[src/rtl/dmem_arbiter.sv]
// Data-memory arbiter between the core load/store port and the AES block port.
// Optional DMEM_ARB_STATS_EN adds saturating conflict/forced-grant counters.
module dmem_arbiter #(
    parameter int AW         = 32,
    parameter int DW         = 32,
    parameter int BURST_LEN  = 4,
    parameter int STARVE_MAX = 8
) (
    input  logic          clk,
    input  logic          reset,
    input  logic          cpu_req,
    input  logic          cpu_we,
    input  logic [AW-1:0] cpu_addr,
    input  logic [DW-1:0] cpu_wdata,
    output logic          cpu_gnt,
    input  logic          aes_req,
    input  logic          aes_we,
    input  logic          aes_burst,
    input  logic [AW-1:0] aes_addr,
    input  logic [DW-1:0] aes_wdata,
    output logic          aes_gnt,
    output logic          aes_abort,
    output logic [DW-1:0] rdata,
    output logic          mem_we,
    output logic [AW-1:0] mem_addr,
    output logic [DW-1:0] mem_wdata,
    input  logic [DW-1:0] mem_rdata
`ifdef DMEM_ARB_STATS_EN
    ,
    output logic [15:0]   stat_conflicts,
    output logic [15:0]   stat_forced
`endif
);

    localparam int WW = $clog2(STARVE_MAX + 1);
    localparam int BW = $clog2(BURST_LEN);
    localparam logic [WW-1:0] WAIT_TOP  = WW'(STARVE_MAX);
    localparam logic [BW-1:0] BEAT_LOAD = BW'(BURST_LEN - 1);
    localparam logic [BW-1:0] BEAT_ONE  = BW'(1);

    typedef enum logic {OPEN, LOCK} state_t;

    state_t        state_reg;
    logic [WW-1:0] wait_reg;
    logic [BW-1:0] beat_reg;
    logic          abort_reg;
    logic          both;
    logic          starve;

    assign both      = cpu_req & aes_req;
    assign starve    = (state_reg == OPEN) && both && (wait_reg == WAIT_TOP);
    assign aes_abort = abort_reg;
    assign rdata     = mem_rdata;

    always_comb begin
        cpu_gnt = 1'b0;
        aes_gnt = 1'b0;
        if (state_reg == LOCK) begin
            aes_gnt = aes_req;
        end else if (both) begin
            aes_gnt = starve;
            cpu_gnt = ~starve;
        end else begin
            cpu_gnt = cpu_req;
            aes_gnt = aes_req;
        end
    end

    // Memory bus is quiet (all zero) whenever nobody holds a grant.
    always_comb begin
        mem_we    = 1'b0;
        mem_addr  = '0;
        mem_wdata = '0;
        if (cpu_gnt) begin
            mem_we    = cpu_we;
            mem_addr  = cpu_addr;
            mem_wdata = cpu_wdata;
        end else if (aes_gnt) begin
            mem_we    = aes_we;
            mem_addr  = aes_addr;
            mem_wdata = aes_wdata;
        end
    end

    always_ff @(posedge clk) begin
        if (!reset) begin
            state_reg <= OPEN;
            wait_reg  <= '0;
            beat_reg  <= '0;
            abort_reg <= 1'b0;
        end else begin
            abort_reg <= 1'b0;
            if (!aes_req || aes_gnt) begin
                wait_reg <= '0;
            end else if (wait_reg != WAIT_TOP) begin
                wait_reg <= wait_reg + WW'(1);
            end
            case (state_reg)
                OPEN: begin
                    if (aes_gnt && aes_burst) begin
                        state_reg <= LOCK;
                        beat_reg  <= BEAT_LOAD;
                    end
                end
                LOCK: begin
                    // Dropping the request mid-burst releases the lock and flags it next cycle.
                    if (!aes_req) begin
                        state_reg <= OPEN;
                        beat_reg  <= '0;
                        abort_reg <= 1'b1;
                    end else begin
                        beat_reg <= beat_reg - BW'(1);
                        if (beat_reg == BEAT_ONE) begin
                            state_reg <= OPEN;
                        end
                    end
                end
            endcase
        end
    end

`ifdef DMEM_ARB_STATS_EN
    always_ff @(posedge clk) begin
        if (!reset) begin
            stat_conflicts <= '0;
            stat_forced    <= '0;
        end else begin
            if (both && stat_conflicts != 16'hFFFF) begin
                stat_conflicts <= stat_conflicts + 16'd1;
            end
            if (starve && stat_forced != 16'hFFFF) begin
                stat_forced <= stat_forced + 16'd1;
            end
        end
    end
`endif

endmodule

[config.mk]
export PLATFORM = sky130hd
export DESIGN_NAME = dmem_arbiter
export DESIGN_NICKNAME = d
export VERILOG_FILES = /design/src/rtl/dmem_arbiter.sv
export SDC_FILE = /design/constraint.sdc
export NUM_CORES = 1
export LEC_CHECK = 0
export CORE_AREA = 2 2 105 107
export CTS_CLUSTER_DIAMETER = 60
export DETAILED_ROUTE_END_ITERATION = 8
export DIE_AREA = 0 0 107 109
export PLACE_DENSITY = 0.73
export SYNTH_ARGS = -nofsm -noshare
export SYNTH_HDL_FRONTEND = slang
export SYNTH_SLANG_ARGS = --single-unit
[constraint.sdc]
create_clock -name clk -period 1.5 [get_ports clk]
set_input_delay 0.15 -clock clk [delete_from_list [all_inputs] [get_ports clk]]
set_output_delay 0.15 -clock clk [all_outputs]
set_load 0.01 [all_outputs]
Word level (Yosys, flattened, before mapping). Index checks and enable logic that the tools add are counted.

Bits in registers: 8. Bits of input ports: 167. Output and inout port bits: 100. Word-level logic and storage cells: 39.

$add $sub $neg: 2. Equal/unequal tests: 4. Multiplexer cells: 18. Bitwise logic cells: 4. Reduce and logical (&&, ||, !) cells: 7.

Operators by type and width (count): 2-to-1 mux 32 bit (4); 2-to-1 mux 1 bit (10); adder 4 x 1 -> 4 bit, second input constant (1); equality test 4 bit, second input constant (1); 2-to-1 mux 2 bit (2); inequality test 4 bit, second input constant (1); one-hot mux 2 bit (2 select lines) (1); logical AND 1 bit (3); inverter 1 bit (3); equality test 2 x 1 -> 1 bit, second input constant (1); inequality test 2 x 1 -> 1 bit, second input constant (1); one-hot mux 1 bit (2 select lines) (1); AND reduction 2 bit (1); OR reduction 2 bit (1); subtractor 2 x 1 -> 2 bit, second input constant (1); AND 1 bit (1); zero test 1 bit (1); logical OR 1 bit (1).

Logic depth before layout (Yosys ltp).
Word-level depth: 8. Depth in mapped cells: 8. Mapped depth without buffers: 5.

Worst setup path after synthesis. OpenSTA, ideal clock, no wires.

Path kind: flip-flop to output port. Start point: register wait_reg[0]. End point: output port mem_addr[10]. Data arrival time: 1541 ps. Required time: 1350 ps. Setup slack: -191 ps. Cell stages (with the launch flop): 8. Path buffers: 2. Cell sequence: dfxtp_1 -> inv_1 -> ha_1 -> and3b_1 -> buf_2 -> a21o_1 -> clkbuf_1 -> o21ai_0.

Cells in the longest elaborated chain, start to end: 6. Elaborated cells on any way between the ends: 9. Those cells by class: eq/ne (1); mux (6); bitwise (1); reduce/logical (1).

Ends and longest elaborated chain: start: declaration (line 44) `logic [WW-1:0] wait_reg;`; start signal: assignment (line 96) `wait_reg <= wait_reg + WW'(1);`; equality test 4 bit * (line 51) `assign starve = (state_reg == OPEN) && both && (wait_reg == WAIT_TOP);`; logical AND 1 bit * (line 51); 2-to-1 mux 1 bit or inverter 1 bit (tied branches) (line 60, 62); 2-to-1 mux 1 bit (on tied branches) (line 58, 60); 2-to-1 mux 32 bit or 2-to-1 mux 1 bit (tied branches) (line 78, 58); 2-to-1 mux 32 bit * (line 74) `if (cpu_gnt) begin`; end: declaration (line 25) `output logic [AW-1:0] mem_addr,`.

Mark *: on every way between the ends. The rest lies on a longest branch, timed or not.

Final worst setup path.
Start point: register wait_reg[1]. End point: output port mem_wdata[9].

Cells in the longest elaborated chain, start to end: 6. Elaborated cells on any way between the ends: 9. Those cells by class: eq/ne (1); mux (6); bitwise (1); reduce/logical (1).

Ends and longest elaborated chain: equality test 4 bit * (line 51); logical AND 1 bit * (line 51); 2-to-1 mux 1 bit or inverter 1 bit (tied branches) (line 60, 62); 2-to-1 mux 1 bit (on tied branches) (line 58, 60); 2-to-1 mux 32 bit or 2-to-1 mux 1 bit (tied branches) (line 78, 58); 2-to-1 mux 32 bit * (line 74); end: declaration (line 26) `output logic [DW-1:0] mem_wdata,`.

Marks and branches as above.

==> out/metrics.yaml <==
synth:
  synth_top_family_by_area: "compound AO/OA/AOI/OAI gates"
  synth_ff_type: "dfxtp_1"
  seq_area_frac_synth: 0.0810
  muxShareOfSynthArea: 0
  synth_edf_count: 0
  synth-xor-area-share: 0
  synth.distinct_cells: 25
  synth_adder_area_share: 0.0190
  syn_avg_cell_area_sq_um: 6.62
  async_flop_share: 0
  synthSimpleGateAreaFrac: 0.0443
  synth_warnings: 0
  syn_inst: 299
  syn_nets: 469
  ys_ff_latch: 8
  synth_compound_area_frac: 0.518
  syn-cell-area_sq_um: 1980
floorplan:
  core_area_sq_um: 10600
  std_cell_rows: 38
  die_h_um: 109
  die_area_sq_um: 11700
  die_w_um: 107
  initial_core_util: 0.187
  pin_count: 267
critical_path:
  worst_ep_required_time_ns: 1.35
  critical_path.max_fanout: 7
  timing.rr.start: "wait_reg[0]$_SDFFE_PP0P_"
  path_class: "reg2out"
  arrival_ns: 1.83
  crit_start: "wait_reg[1]$_SDFFE_PP0P_"
  r2r_slack_ns: -0.03
  critPathCaptureType: "output pin"
  critPathLaunchType: "flip-flop"
detailed_routing:
  drtIter0Drc: 112
  ant_nets: 0
  vias_per_cell: 4.50
  routed_wl_um: 9610
  drc: 0
  routedWlPerCell_um: 15.3
  vias: 2824
  dr.pass1.iters: 4
power_and_ir_drop:
  p_leak_nw: 2.01
  ir_drop_mv: 0.218
  pwr_density_cell_nw_per_um2: 380
placement:
  dp_hpwl_um: 7310
  io_buffers: 202
  gp_congestion: 0.805
  dpl.cell_count: 610
hold_path:
  min_from: "mem_rdata[10]"
  hold_path_class: "in2out"
global_route:
  grt_antenna_before_repair: 0
  grt_pass1_wl_um: 14500
  first_global_vias: 3004
  grt_overflow_total: 0
  grt_max_degree: 35
  grt.total_usage: 0.155
finish:
  final_cells: 628
  utilization: 0.449
  largest_reg_flops: 4
  syn_to_final_growth_pct: 140
  n_antenna_cell: 0
  drive_gt1_frac: 0.387
  nets: 660
timing:
  skew_ns: 0.00262
  rsz0062_at_grt: "yes"
  min_period_over_period: 1.32
  hold_violations: 0
  setup_ws_ns: -0.482
  worst_slew_pin_slew_ns: 0.349
  max_freq_mhz: 505
  fin_crit_ns: 1.98
  slew_violations: 0
  setup-violations-final: 69
  max_slew_margin: 0.768
  finalSetupTns_ns: -27.07
  hold-worst-slack_ns: 0.300
clock_network:
  cts_max_level: 1
  cts-buffers-inserted: 3
  clk_pin_slew_ns: 0.04
  tritoncts: "yes"
  insertion_delay_ns: 0.23
  clockBufferDepth: 2
  clock_sinks: 8
  cts_root_buffer: "clkbuf_8"
status:
  outcome: "complete, but fails checks"
  violations: "negative setup slack"
flow_run:
  cap_violations: 0
-- area by class of cell --
cell class,count,area (sq um)
fill,1029,5850
timing repair buffer,247,2510
multi-input combinational,158,1590
inverter,72,270
tap,140,175
sequential,8,163
clock buffer,3,41.3
-- worst paths after layout --
check                                  end  cells past startpoint
hold / removal                   rdata[10]                      0
setup / recovery              mem_wdata[9]                      8
setup reg to reg  beat_reg[0]$_SDFFE_PN0P_                      8
hold reg to reg   beat_reg[1]$_SDFFE_PN0P_                      2
-- kinds of logic after synthesis --
logic type,after synthesis
flip-flops,8
AO/OA/AOI/OAI,139
buffers and inverters,134
adder cells (fa/ha/maj),3
AND/OR/NAND/NOR,15
-- layer usage --
layer,wire (um),GRT usage,vias to the layer above,part of all wire
met5,0,0,-,0
li1,-,-,1373,-
met3,786,0.0383,13,0.082
met4,143,0.0408,0,0.015
met2,5180,0.308,149,0.54
met1,3500,0.162,1289,0.36
-- critical path: stages (launching register included) --
cell	delay (ns)
dfxtp_2	0.33
inv_2	0.04
ha_4	0.15
and3b_2	0.25
a21o_4	0.29
buf_12	0.16
buf_12	0.14
o21ai_4	0.13
buf_6	0.12
-- metrics by stage --
| step | power (mW) | area [sq um] | worst slack (ns) |
|---|---|---|---|
| floorplan | 0.849 | 2380 | -0.0886 |
| global placement | 1.48 | 4450 | -0.620 |
| detailed placement | 1.50 | 4450 | -0.659 |
| CTS | 1.81 | 4680 | -0.517 |
| global route | 1.92 | 4760 | -0.546 |
| finish | 1.81 | 4760 | -0.482 |
-- power breakdown --
| group | internal [mW] | total [mW] | switching, mW | leakage (nW) |
|---|---|---|---|---|
| logic | 0.770 | 1.32 | 0.547 | 1.93 |
| clock network | 0.174 | 0.266 | 0.0913 | 0.0216 |
| registers | 0.220 | 0.224 | 0.00364 | 0.0659 |
| total | 1.16 | 1.81 | 0.642 | 2.01 |
-- cells in the final DEF, fill, tap and decap left out, drive strengths merged, types with 2 or more instances in the layout --
master and n:
a21o 2, inv 72, clkbuf 5, nor3 2, nand3 3, ha 3
nand2b 3, o21ai 66, o211ai 66, clkdlybuf4s50 134, buf 111, a21oi 3
dfxtp 8
-- cell usage after synthesis, types with 2 or more instances --
cell type	number	area (sq um)
a21oi_1	3	15.0
buf_2	6	30.0
buf_4	32	240
buf_6	5	56.3
clkbuf_1	19	71.3
dfxtp_1	8	160
ha_1	3	37.5
inv_1	72	270
nand2b_1	3	18.8
nand3_1	3	15.0
nor3_1	2	10.0
o211ai_1	66	495
o21ai_0	26	130
o21ai_2	40	350
-- what timing repair did --
action / CTS / global route
pin swaps: 30 / 25
resized for setup: 359 / 9
setup endpoints to repair: 69 / 70
gates cloned: 3 / 2
buffers inserted: 13 / 1
hold buffers: 0 / 0
hold endpoints to repair: 0 / 0
(Power assumes the default switching activity.)
